==> src/rtl/dmem_lsu_pkg.sv <==
// Shared definitions for the data-memory load/store unit: RV32I funct3 codes,
// sequencer states and the access-alignment rule.
package dmem_lsu_pkg;

  localparam logic [2:0] F3_B  = 3'b000;
  localparam logic [2:0] F3_H  = 3'b001;
  localparam logic [2:0] F3_W  = 3'b010;
  localparam logic [2:0] F3_BU = 3'b100;
  localparam logic [2:0] F3_HU = 3'b101;

  typedef enum logic [2:0] {
    IDLE,
    LOAD,
    STORE_W,
    RMW_RD,
    RMW_WR,
    DONE
  } lsu_state_t;

  // Halves need an even byte address, words a 4-byte aligned one.
  function automatic logic is_misaligned(input logic [2:0] funct3, input logic [1:0] offset);
    logic mis;
    mis = 1'b0;
    case (funct3)
      F3_H, F3_HU: mis = offset[0];
      F3_W:        mis = |offset;
      default:     mis = 1'b0;
    endcase
    return mis;
  endfunction

endpackage

==> src/rtl/dmem_lane_align.sv <==
// Byte-lane steering between the word-wide memory and the core: extract/extend
// for loads, byte/half merge into a previously read word for sub-word stores.
module dmem_lane_align
  import dmem_lsu_pkg::*;
(
  input  logic [2:0]  funct3_i,
  input  logic [1:0]  offset_i,
  input  logic [31:0] load_word_i,
  input  logic [31:0] merge_word_i,
  input  logic [31:0] store_data_i,
  output logic [31:0] load_data_o,
  output logic [31:0] merge_data_o
);

  logic [7:0]  word_bytes [4];
  logic [7:0]  byte_sel;
  logic [15:0] half_sel;

  for (genvar gi = 0; gi < 4; gi++) begin : g_lane
    assign word_bytes[gi] = load_word_i[8*gi +: 8];
  end

  assign byte_sel = word_bytes[offset_i];
  assign half_sel = offset_i[1] ? load_word_i[31:16] : load_word_i[15:0];

  always_comb begin
    load_data_o = load_word_i;
    case (funct3_i)
      F3_B:    load_data_o = {{24{byte_sel[7]}}, byte_sel};
      F3_BU:   load_data_o = {24'd0, byte_sel};
      F3_H:    load_data_o = {{16{half_sel[15]}}, half_sel};
      F3_HU:   load_data_o = {16'd0, half_sel};
      default: load_data_o = load_word_i;
    endcase
  end

  always_comb begin
    merge_data_o = merge_word_i;
    case (funct3_i[1:0])
      2'b00: merge_data_o[8*offset_i +: 8] = store_data_i[7:0];
      2'b01: begin
        if (offset_i[1]) merge_data_o[31:16] = store_data_i[15:0];
        else             merge_data_o[15:0]  = store_data_i[15:0];
      end
      default: merge_data_o = store_data_i;
    endcase
  end

endmodule

==> src/rtl/dmem_load_store_unit.sv <==
// Single-outstanding RV32I load/store sequencer for a word-wide, single-port data
// memory; sub-word stores are done as read-modify-write.
module dmem_load_store_unit
  import dmem_lsu_pkg::*;
#(
  parameter int DATA_W    = 32,
  parameter int MEM_AW    = 13,
  parameter int MEM_DEPTH = 4198
) (
  input  logic              clk,
  input  logic              rst,
  input  logic              req_valid,
  output logic              req_ready,
  input  logic              req_we,
  input  logic [2:0]        req_funct3,
  input  logic [31:0]       req_addr,
  input  logic [DATA_W-1:0] req_wdata,
  output logic              resp_valid,
  output logic [DATA_W-1:0] resp_rdata,
  output logic              resp_err,
  output logic              mem_read,
  output logic              mem_write,
  output logic [MEM_AW-1:0] mem_addr,
  output logic [DATA_W-1:0] mem_wd,
  input  logic [DATA_W-1:0] mem_rd
);

  lsu_state_t          state_q, state_d;
  logic [2:0]          funct3_q, funct3_d;
  logic [MEM_AW+1:0]   addr_q, addr_d;
  logic [DATA_W-1:0]   wdata_q, wdata_d;
  logic [DATA_W-1:0]   merge_q, merge_d;
  logic [DATA_W-1:0]   rdata_q, rdata_d;
  logic                err_q, err_d;

  logic                illegal_f3;
  logic                out_of_range;
  logic                req_err;
  logic [DATA_W-1:0]   load_data;
  logic [DATA_W-1:0]   merge_data;

  assign illegal_f3   = (req_funct3 == 3'b011) || (req_funct3[2:1] == 2'b11) ||
                        (req_we && req_funct3[2]);
  assign out_of_range = ({2'b00, req_addr[31:2]} >= 32'(MEM_DEPTH));
  assign req_err      = illegal_f3 || is_misaligned(req_funct3, req_addr[1:0]) || out_of_range;

  dmem_lane_align u_align (
    .funct3_i     (funct3_q),
    .offset_i     (addr_q[1:0]),
    .load_word_i  (mem_rd),
    .merge_word_i (merge_q),
    .store_data_i (wdata_q),
    .load_data_o  (load_data),
    .merge_data_o (merge_data)
  );

  always_comb begin
    state_d  = state_q;
    funct3_d = funct3_q;
    addr_d   = addr_q;
    wdata_d  = wdata_q;
    merge_d  = merge_q;
    rdata_d  = rdata_q;
    err_d    = err_q;
    case (state_q)
      IDLE: begin
        if (req_valid) begin
          funct3_d = req_funct3;
          addr_d   = req_addr[MEM_AW+1:0];
          wdata_d  = req_wdata;
          err_d    = req_err;
          if (req_err) begin
            rdata_d = '0;
            state_d = DONE;
          end else if (!req_we) begin
            state_d = LOAD;
          end else if (req_funct3[1:0] == 2'b10) begin
            state_d = STORE_W;
          end else begin
            state_d = RMW_RD;
          end
        end
      end
      LOAD: begin
        rdata_d = load_data;
        state_d = DONE;
      end
      STORE_W: begin
        rdata_d = '0;
        state_d = DONE;
      end
      RMW_RD: begin
        merge_d = mem_rd;
        state_d = RMW_WR;
      end
      RMW_WR: begin
        rdata_d = '0;
        state_d = DONE;
      end
      DONE: begin
        err_d   = 1'b0;
        state_d = IDLE;
      end
      default: state_d = IDLE;
    endcase
  end

  always_ff @(posedge clk or negedge rst) begin
    if (!rst) begin
      state_q  <= IDLE;
      funct3_q <= '0;
      addr_q   <= '0;
      wdata_q  <= '0;
      merge_q  <= '0;
      rdata_q  <= '0;
      err_q    <= 1'b0;
    end else begin
      state_q  <= state_d;
      funct3_q <= funct3_d;
      addr_q   <= addr_d;
      wdata_q  <= wdata_d;
      merge_q  <= merge_d;
      rdata_q  <= rdata_d;
      err_q    <= err_d;
    end
  end

  // Memory strobes come straight from the state so reset drops them at once.
  assign req_ready  = (state_q == IDLE);
  assign mem_read   = (state_q == LOAD) || (state_q == RMW_RD);
  assign mem_write  = (state_q == STORE_W) || (state_q == RMW_WR);
  assign mem_addr   = addr_q[MEM_AW+1:2];
  assign mem_wd     = (state_q == RMW_WR) ? merge_data : wdata_q;
  assign resp_valid = (state_q == DONE);
  assign resp_err   = (state_q == DONE) && err_q;
  assign resp_rdata = rdata_q;

endmodule

==> config.mk <==
export PLATFORM = sky130hd
export DESIGN_NAME = dmem_load_store_unit
export DESIGN_NICKNAME = d
export VERILOG_FILES = /design/src/rtl/dmem_lsu_pkg.sv /design/src/rtl/dmem_lane_align.sv /design/src/rtl/dmem_load_store_unit.sv
export SDC_FILE = /design/constraint.sdc
export NUM_CORES = 1
export LEC_CHECK = 0
export BUFFER_PORTS_ARGS = -buffer_cell sky130_fd_sc_hd__buf_2
export CORE_AREA = 10 10 120 122
export CTS_CLUSTER_SIZE = 16
export DETAILED_ROUTE_END_ITERATION = 10
export DIE_AREA = 0 0 130 132
export PLACE_DENSITY = 0.9
export SETUP_SLACK_MARGIN = 0.4
export SYNTH_ARGS = -nofsm -noshare
export SYNTH_HDL_FRONTEND = slang
export SYNTH_SLANG_ARGS = --single-unit
==> constraint.sdc <==
create_clock -name clk -period 2.75 [get_ports clk]
set_input_delay 0.275 -clock clk [delete_from_list [all_inputs] [get_ports clk]]
set_output_delay 0.275 -clock clk [all_outputs]
set_load 0.05 [all_outputs]
==> results.sh, run 1 <==
export IMPL_status="finished, final reports clean"
export IMPL_final_core_util_pct=72.5
export IMPL_arrival_ns=2.33
export IMPL_switching_share_pct=49.2
export IMPL_die_w_um=130
export IMPL_fin_skew_ns=0.0122
export IMPL_netlist_instances=566
export IMPL_drive_gt1_share_pct=52.3
export IMPL_cts_htree_levels=4
export IMPL_tightest_slew_ns=0.685
export IMPL_pwr_share_seq_pct=22.5
export IMPL_viasPerCell=6.24
export IMPL_hold_viol=0
export IMPL_nNetsFinal=874
export IMPL_cts_tree="built"
export IMPL_wire_per_inst_um=24.4
export IMPL_routabilityCongestion=0.933
export IMPL_antenna_found_initial=1
export IMPL_cts_buffers=17
export IMPL_dpl_cell_area_um2=7250
export IMPL_drt_pre_antenna_iters=5
export IMPL_grt_first_pass_wirelength_um=33800
export IMPL_pwr_share_comb_pct=61.6
export IMPL_track_usage_pct=25.4
export IMPL_max_cap_violations=0
export IMPL_ys_ff_latch=118
export IMPL_yosys_area_top_type="dfrtp_1"
export IMPL_critical_path_endpoint_type="primary output"
export IMPL_slew_violations=0
export IMPL_core_area_um2=11900
export IMPL_min_period_ns=2.61
export IMPL_synth_top_area_share_pct=47.9
export IMPL_cp_required_ns=2.48
export IMPL_wirelength_um=22500
export IMPL_cell_internal_pwr_mw=6.78
export IMPL_fmax_mhz=383
export IMPL_yosysMostFrequentCell="dfrtp_1"
export IMPL_p_leak_nw=4.22
export IMPL_syn_num_nets=674
export IMPL_clock_latency_ns=0.42
export IMPL_synthTopCellsByCount="118 x dfrtp_1, 71 x mux2_2, 60 x nand2_1, 30 x a21o_1, 30 x o21ai_0"
export IMPL_grt_max_degree=52
export IMPL_fin_setup_tns_ns=0
export IMPL_final_cell_area_um2=8630
export IMPL_relSlewSlack_pct=54.4
export IMPL_rsz0062_at_grt="yes"
export IMPL_setup_viol_count_final=0
export IMPL_syn_area_um2=6160
export IMPL_synthDistinctLibCells=55
export IMPL_port_buffers=184
export IMPL_powerDensity_nw_per_um2=1550
export IMPL_whs_ns=0.0925
export IMPL_ir_worst_vdd_mv=0.921
export IMPL_areaGrowthSynthToFinish_pct=40.1
export IMPL_cts_buffer_depth=2
export IMPL_initial_core_util_pct=51.7
export IMPL_worst_path_max_fanout=7
export IMPL_drc_errors=0
export IMPL_switchingPower_mw=6.58
export IMPL_hold_path_class="input port to flip-flop"
export IMPL_ys_top_cells_by_area="dfrtp_1 48%, mux2_2 13%, a21o_1 3.7%"
export IMPL_grt_overflow=0
export IMPL_path_class="flip-flop to primary output"
export IMPL_synth_edf_count=0
export IMPL_r2r_slack_ns=0.52
export IMPL_hpwl_um=15300
export IMPL_vias=5769
export IMPL_die_height_um=132
export IMPL_start_kind="flip-flop"
export IMPL_yosysSeqAreaShare_pct=47.9
export IMPL_synth_flop_cell="dfrtp_1"
export IMPL_whs_path_depth=3
export IMPL_r2r_cells=7
export IMPL_fin_crit_sh_pct=94.9
export IMPL_syn_area_per_cell_um2=10.9
export IMPL_synth_warnings=0
export IMPL_die_area_um2=17200
export IMPL_num_rows=40
export IMPL_pwr_share_clk_pct=15.9
export IMPL_grt_pass1_vias=6043
export IMPL_drt_iter0_drc=588
export IMPL_cts_sinks=118
export IMPL_ant_nets=0
export IMPL_cts_clk_slew_worst_paths_ns=0.06
export IMPL_root_buffer="clkbuf_16"
export IMPL_async_reset_ff_share_pct=100
export IMPL_io_pins=185
metal layers:
metal	vias up	GRT usage (%)	part of all wire, %
met5	-	0	0
met4	0	11.1	4.2
met3	74	8.33	10
met2	402	40.6	49
met1	2812	30.3	37
li1	2481	-	-
critical path, stage by stage (launching register included):
cell	delay, ns
dfrtp_2	0.43
clkinv_4	0.11
ha_4	0.33
nand2b_4	0.06
or3_4	0.35
a21oi_4	0.22
a222oi_1	0.16
inv_2	0.11
buf_8	0.15
path summary, 6_finish.rpt:
path / start / to
max: addr_q[1]$_DFFE_PN0P_ / mem_wd[21]
min: req_we / state_q[1]$_DFFE_PN0P_
max reg2reg: funct3_q[0]$_DFFE_PN0P_ / resp_rdata[13]$_DFFE_PN0P_
min reg2reg: resp_rdata[15]$_DFFE_PN0P_ / resp_rdata[15]$_DFFE_PN0P_
max in group asynchronous: rst / addr_q[7]$_DFFE_PN0P_
min in group asynchronous: rst / addr_q[2]$_DFFE_PN0P_
through the flow:
stage	worst slack, ns	power (mW)	cells
after detailed placement	0.0797	9.58	865
final	0.142	13.4	925
after global placement	0.222	9.39	865
after CTS	0.144	12.9	916
after floorplan	0.365	8.06	566
after global routing	0.0581	13.9	925
layout by cell type, fill, tap and decap left out, types with 7 or more instances in the layout:
| master | count |
|---|---|
| buf_6 | 28 |
| buf_2 | 151 |
| nor2_1 | 12 |
| a22o_1 | 15 |
| buf_8 | 14 |
| nor3_1 | 7 |
| dfrtp_1 | 115 |
| a222oi_1 | 7 |
| a21o_1 | 22 |
| a221oi_1 | 7 |
| inv_1 | 10 |
| a22oi_1 | 22 |
| nand2_1 | 52 |
| mux2i_1 | 11 |
| o2bb2ai_1 | 7 |
| buf_4 | 32 |
| nand2_2 | 7 |
| mux2_2 | 71 |
| inv_2 | 8 |
| a211oi_2 | 7 |
| o21ai_0 | 21 |
| a21o_2 | 8 |
| a21oi_1 | 8 |
| clkbuf_16 | 17 |
| o21ai_4 | 9 |
what timing repair did:
item / CTS / global route
gates resized for setup: 123 / 23
cloned: 2 / 0
hold buffers: 1 / 0
endpoints found under the setup margin: 48 / 49
pin swaps: 18 / 10
setup buffers: 18 / 8
endpoints found under the hold margin: 49 / 0
cell families after synthesis:
group	Yosys count	share of synthesized area, %
muxes	82	14.8
xor gates and xnor gates	2	0.284
adders and majority gates	5	1.02
buffers and inverters	70	5.99
AOI/OAI and AO/OA	166	20.2
DFF	118	47.9
and+or+nand+nor	123	9.83
power by group through the flow:
| stage | combinational, mW | clock [mW] | sequential (mW) |
|---|---|---|---|
| floorplan | 4.63 | 0 | 3.43 |
| global route | 8.60 | 2.24 | 3.07 |
| detailed placement | 6.65 | 0 | 2.94 |
| CTS | 7.82 | 2.13 | 2.94 |
| global placement | 6.50 | 0 | 2.90 |
| finish | 8.22 | 2.12 | 3.01 |
area by class of cell:
class / instances / area [um2]
Timing Repair Buffer: 230 / 1630
Antenna cell: 1 / 2.50
Clock buffer: 27 / 523
Clock inverter: 3 / 40.0
Fill cell: 804 / 3280
Multi-Input combinational cell: 378 / 3200
Tap cell: 147 / 184
Sequential cell: 118 / 2960
Inverter: 21 / 91.3
state kept, by name, indices dropped and copies added, names as in the netlist:
register	count
resp_rdata	32
funct3_q	3
wdata_q	32
err_q	1
merge_q	32
addr_q	15
state_q	3
Note: power is estimated with default switching activity, not from simulation.
==> run 2, diff against run 1 <==
--- a/config.mk
+++ b/config.mk
@@ -10,6 +10,7 @@
 export CTS_CLUSTER_SIZE = 16
 export DETAILED_ROUTE_END_ITERATION = 10
 export DIE_AREA = 0 0 130 132
+export GPL_TIMING_DRIVEN = 0
 export PLACE_DENSITY = 0.9
 export SETUP_SLACK_MARGIN = 0.4
 export SYNTH_ARGS = -nofsm -noshare
==> results.sh, run 2 (same netlist as run 1, synthesis figures left out) <==
export IMPL_root_buffer="clkbuf_16"
export IMPL_p_leak_nw=4.33
export IMPL_cts_clk_slew_worst_paths_ns=0.06
export IMPL_nNetsFinal=899
export IMPL_cp_top_family="buffers and inverters"
export IMPL_drt_pre_antenna_iters=9
export IMPL_final_cell_area_um2=8820
export IMPL_slew_violations=0
export IMPL_cp_slowest_stage_delay_ns=0.41
export IMPL_cts_htree_levels=4
export IMPL_ant_nets=0
export IMPL_whs_path_depth=2
export IMPL_track_usage_pct=25.7
export IMPL_n_fill_cell=801
export IMPL_cts_tree="built"
export IMPL_antenna_found_initial=1
export IMPL_grt_pass1_vias=6085
export IMPL_ir_worst_vdd_mv=1.09
export IMPL_num_rows=40
export IMPL_final_cell_mix="161 x buf_2, 117 x dfrtp_1, 71 x mux2_2"
export IMPL_cts_sinks=118
export IMPL_tightest_slew_ns=0.782
export IMPL_grt_overflow=0
export IMPL_cts_buffer_depth=2
export IMPL_start_kind="flip-flop"
export IMPL_fin_crit_sh_pct=103
export IMPL_drt_iter0_drc=573
export IMPL_status="finished, violations left"
export IMPL_die_area_um2=17200
export IMPL_vias=5877
export IMPL_final_core_util_pct=74.0
export IMPL_cp_depth=9
export IMPL_cp_required_ns=2.48
export IMPL_drc_errors=0
export IMPL_worst_path_max_fanout=7
export IMPL_viasPerCell=6.17
export IMPL_wirelength_um=23000
export IMPL_relSlewSlack_pct=47.9
export IMPL_crit_buf_inv=6
export IMPL_fin_skew_ns=0.00926
export IMPL_max_cap_violations=0
export IMPL_cp_cell_sequence="buf_6, or3b_4, buf_12, or2_1, buf_6, buf_8, a222oi_1, inv_2, buf_8"
export IMPL_hold_viol=0
export IMPL_port_buffers=184
export IMPL_fmax_mhz=353
export IMPL_grt_max_degree=84
export IMPL_path_class="flip-flop to primary output"
export IMPL_wire_per_inst_um=24.1
export IMPL_layout_commonest_cell="buf_2"
export IMPL_dpl_cell_area_um2=7420
export IMPL_rsz0062_at_grt="yes"
export IMPL_die_w_um=130
export IMPL_cts_buffers=17
export IMPL_powerDensity_nw_per_um2=1540
export IMPL_clock_latency_ns=0.42
export IMPL_core_area_um2=11900
export IMPL_cp_slowest_cell="a222oi_1"
export IMPL_setup_viol_count_final=9
export IMPL_arrival_ns=2.56
export IMPL_io_pins=185
export IMPL_initial_core_util_pct=51.7
export IMPL_violations="negative setup slack"
export IMPL_hpwl_um=15900
export IMPL_routabilityCongestion=0.933
export IMPL_grt_first_pass_wirelength_um=34000
export IMPL_drive_gt1_share_pct=52.5
export IMPL_critical_path_endpoint_type="primary output"
export IMPL_areaGrowthSynthToFinish_pct=43.1
export IMPL_r2r_cells=7
export IMPL_min_period_ns=2.84
export IMPL_hold_path_class="input port to flip-flop"
export IMPL_die_height_um=132
export IMPL_setup_ws_ns=-0.0859
run 2: timing repair:
action                                 4_1_cts  5_1_grt
endpoints found under the hold margin       35        0
gates resized for setup                    129       46
hold buffers                                 1        0
buffers inserted                            15        4
pin swaps                                   12       10
cloned                                       0        1
setup endpoints to repair                   49       55
run 2: per-stage QoR:
stage | hold WS (ns) | TNS [ns] | std cells | setup WS, ns | power [mW]
after detailed placement | 0.190 | -0.534 | 898 | -0.117 | 9.77
after global routing | 0.0835 | -0.697 | 951 | -0.0918 | 14.1
after global placement | 0.456 | -7.05 | 897 | -0.117 | 9.61
final | 0.0833 | -0.190 | 952 | -0.0859 | 13.6
after floorplan | -0.0206 | 0 | 566 | 0.365 | 8.06
after CTS | 0.0802 | 0 | 946 | 0.00677 | 13.0
run 2: final timing paths:
kind / start / to / slack [ns]
setup / recovery: state_q[2]$_DFFE_PN0P_ / mem_wd[21] / -0.09
hold / removal: req_addr[2] / addr_q[2]$_DFFE_PN0P_ / 0.08
setup reg to reg: addr_q[1]$_DFFE_PN0P_ / resp_rdata[14]$_DFFE_PN0P_ / 0.40
hold reg to reg: resp_rdata[13]$_DFFE_PN0P_ / resp_rdata[13]$_DFFE_PN0P_ / 0.47
max in group asynchronous: rst / addr_q[0]$_DFFE_PN0P_ / 1.71
min in group asynchronous: rst / addr_q[2]$_DFFE_PN0P_ / 0.31
run 2: cell type report:
type / instances / area, um2 / area share (%)
clock inverters: 9 / 75.1 / 0.851
multi-input cells: 378 / 3240 / 36.7
inverters: 21 / 96.3 / 1.09
repair buffers: 206 / 1430 / 16.2
diodes: 1 / 2.50 / 0.0284
clock buffers: 23 / 488 / 5.53
flip-flops and latches: 118 / 2950 / 33.5
well taps: 147 / 184 / 2.09
plain buffers: 49 / 355 / 4.03
run 2: per-layer routing:
layer,track usage (%),vias up,part of all wire [%]
met1,30.1,2887,37
met3,9.65,84,11
met4,11.2,0,4.1
met5,0,-,0
met2,40.8,370,49
li1,-,2536,-
run 2: report_power, final:
group | switching [mW] | internal [mW]
registers | 0.631 | 2.37
clock network | 0.791 | 1.33
logic | 5.32 | 3.19
total | 6.74 | 6.88
==> run 3, diff against run 2 <==
--- a/config.mk
+++ b/config.mk
@@ -6,12 +6,13 @@
 export NUM_CORES = 1
 export LEC_CHECK = 0
 export BUFFER_PORTS_ARGS = -buffer_cell sky130_fd_sc_hd__buf_2
+export CAP_MARGIN = 25
 export CORE_AREA = 10 10 120 122
 export CTS_CLUSTER_SIZE = 16
 export DETAILED_ROUTE_END_ITERATION = 10
 export DIE_AREA = 0 0 130 132
-export GPL_TIMING_DRIVEN = 0
 export PLACE_DENSITY = 0.9
+export REMOVE_ABC_BUFFERS = 1
 export SETUP_SLACK_MARGIN = 0.4
 export SYNTH_ARGS = -nofsm -noshare
 export SYNTH_HDL_FRONTEND = slang
==> results.sh, run 3 (same netlist as run 1, synthesis figures left out) <==
export IMPL_tightest_slew_ns=0.648
export IMPL_fmax_mhz=365
export IMPL_instances_no_fill=929
export IMPL_cts_buffers=17
export IMPL_pwr_share_clk_pct=17.7
export IMPL_critical_path_endpoint_type="primary output"
export IMPL_viasPerCell=6.41
export IMPL_initial_core_util_pct=51.7
export IMPL_n_fill_cell=776
export IMPL_core_area_um2=11900
export IMPL_r2r_cells=10
export IMPL_port_buffers=184
export IMPL_cts_sinks=118
export IMPL_cp_depth=8
export IMPL_drive_gt1_share_pct=48.5
export IMPL_relSlewSlack_pct=56.8
export IMPL_final_cell_area_um2=8510
export IMPL_hpwl_um=14600
export IMPL_ant_nets=0
export IMPL_layout_commonest_cell="buf_2"
export IMPL_min_period_ns=2.74
export IMPL_start_kind="flip-flop"
export IMPL_multi_input_area_um2=3060
export IMPL_met1_length_um=8620
export IMPL_track_usage_pct=24.6
export IMPL_pwr_share_comb_pct=60.2
export IMPL_fin_crit_sh_pct=99.7
export IMPL_crit_buf_inv=4
export IMPL_p_leak_nw=4.24
export IMPL_wirelength_um=23600
export IMPL_switchingPower_mw=6.51
export IMPL_powerDensity_nw_per_um2=1550
export IMPL_grt_first_pass_wirelength_um=32700
export IMPL_routabilityCongestion=0.924
export IMPL_setup_viol_count_final=0
export IMPL_setup_ws_ns=0.00865
export IMPL_antenna_found_initial=1
export IMPL_die_w_um=130
export IMPL_pwr_share_seq_pct=22.1
export IMPL_cts_buffer_depth=2
export IMPL_switching_share_pct=49.3
export IMPL_cell_internal_pwr_mw=6.70
export IMPL_wire_per_inst_um=25.4
export IMPL_wl_met2_um=10900
export IMPL_ir_worst_vdd_mv=0.838
export IMPL_final_core_util_pct=71.5
export IMPL_wl_met3_um=2710
export IMPL_num_rows=40
export IMPL_cts_htree_levels=4
export IMPL_areaGrowthSynthToFinish_pct=38.2
export IMPL_arrival_ns=2.47
export IMPL_whs_path_depth=2
export IMPL_vias=5954
export IMPL_dpl_cell_area_um2=7180
export IMPL_hold_viol=0
export IMPL_fin_skew_ns=0.0105
export IMPL_drc_errors=0
export IMPL_grt_pass1_vias=5852
export IMPL_path_class="flip-flop to primary output"
export IMPL_die_area_um2=17200
export IMPL_slew_violations=0
export IMPL_die_height_um=132
export IMPL_drt_iter0_drc=881
export IMPL_status="finished, final reports clean"
export IMPL_root_buffer="clkbuf_16"
export IMPL_io_pins=185
export IMPL_cp_slowest_cell="dfrtp_2"
export IMPL_seqCellArea_um2=2960
export IMPL_rsz0062_at_grt="yes"
export IMPL_max_cap_violations=0
export IMPL_clock_latency_ns=0.42
export IMPL_cts_tree="built"
export IMPL_cp_required_ns=2.48
export IMPL_drt_pre_antenna_iters=6
export IMPL_grt_overflow=0
export IMPL_final_cell_mix="151 x buf_2, 116 x dfrtp_1, 71 x mux2_2"
export IMPL_routed_top_layer="met4"
export IMPL_cp_slowest_stage_delay_ns=0.43
export IMPL_hold_path_class="input port to flip-flop"
export IMPL_cts_clk_slew_worst_paths_ns=0.06
export IMPL_place_ws_ns=0.295
export IMPL_cp_cell_sequence="buf_6, buf_4, ha_1, a211oi_1, buf_4, a22oi_1, o21ai_2, buf_6"
export IMPL_nNetsFinal=875
export IMPL_grt_max_degree=58
export IMPL_cp_top_family="buffers and inverters"
export IMPL_worst_path_max_fanout=8
export IMPL_dp_cells=871
-- run 3: cell count changes in the layout (fill, tap and decap cells not counted), moves of 5 or more --
cell / delta
clkbuf_1: -10
inv_1: +8
nand2_4: -8
inv_2: -7
buf_2: -10
a21o_1: +8
buf_8: -18
o21ai_4: -8
nand2_1: +8
a211oi_4: -5
a21o_2: -5
o21ai_1: +8
buf_6: +14
-- run 3: per-layer routing --
metal | track usage [%] | vias up
met5 | 0 | -
met1 | 29.3 | 2851
met2 | 37.3 | 477
met4 | 12.4 | 0
li1 | - | 2508
met3 | 9.98 | 118
-- run 3: final timing paths --
check | start | to | slack, ns
setup / recovery | addr_q[0]$_DFFE_PN0P_ | mem_wd[8] | 0.009
hold / removal | req_wdata[27] | wdata_q[27]$_DFFE_PN0P_ | 0.08
setup reg to reg | addr_q[1]$_DFFE_PN0P_ | resp_rdata[11]$_DFFE_PN0P_ | 0.39
hold reg to reg | resp_rdata[8]$_DFFE_PN0P_ | resp_rdata[8]$_DFFE_PN0P_ | 0.48
max in group asynchronous | rst | err_q$_DFFE_PN0P_ | 1.53
min in group asynchronous | rst | wdata_q[12]$_DFFE_PN0P_ | 0.39
-- run 3: final cells by class --
cell class | count | area share (%)
inverter | 21 | 0.985
multi-input combinational | 378 | 35.9
clock buffer | 21 | 5.64
sequential | 118 | 34.7
tap | 147 | 2.16
timing repair buffer | 231 | 18.8
antenna | 2 | 0.0588
clock inverter | 11 | 1.73
-- run 3: worst reg2reg max path: cells and delay by family (launching register included) --
family	cells	cell delay [ns]
AOI/OAI and AO/OA	4	0.97
buffers and inverters	5	0.74
DFF	1	0.42
muxes	1	0.15
-- run 3: per-stage QoR --
| step | hold slack, ns | TNS [ns] | total power [mW] |
|---|---|---|---|
| 4_1_cts | 0.0758 | 0 | 12.4 |
| 5_1_grt | 0.0721 | -0.000926 | 13.7 |
| 6_report | 0.0849 | 0 | 13.2 |
| 2_1_floorplan | -0.0206 | -81.66 | 7.48 |
| 3_3_place_gp | 0.292 | 0 | 9.16 |
| 3_5_place_dp | 0.295 | 0 | 9.29 |
-- run 3: power groups by stage --
| stage | Combinational, mW | Sequential (mW) | Clock, mW |
|---|---|---|---|
| 6_report | 7.95 | 2.92 | 2.34 |
| 2_1_floorplan | 3.55 | 3.93 | 0 |
| 3_3_place_gp | 6.32 | 2.84 | 0 |
| 3_5_place_dp | 6.42 | 2.87 | 0 |
| 5_1_grt | 8.26 | 2.98 | 2.44 |
| 4_1_cts | 7.16 | 2.85 | 2.35 |
-- run 3: timing repair --
item,CTS,global route
buffers inserted,10,11
pin swaps,15,25
hold buffers,1,0
endpoints found under the setup margin,32,32
hold endpoints to repair,40,0
cloned,0,2
resized for setup,86,45
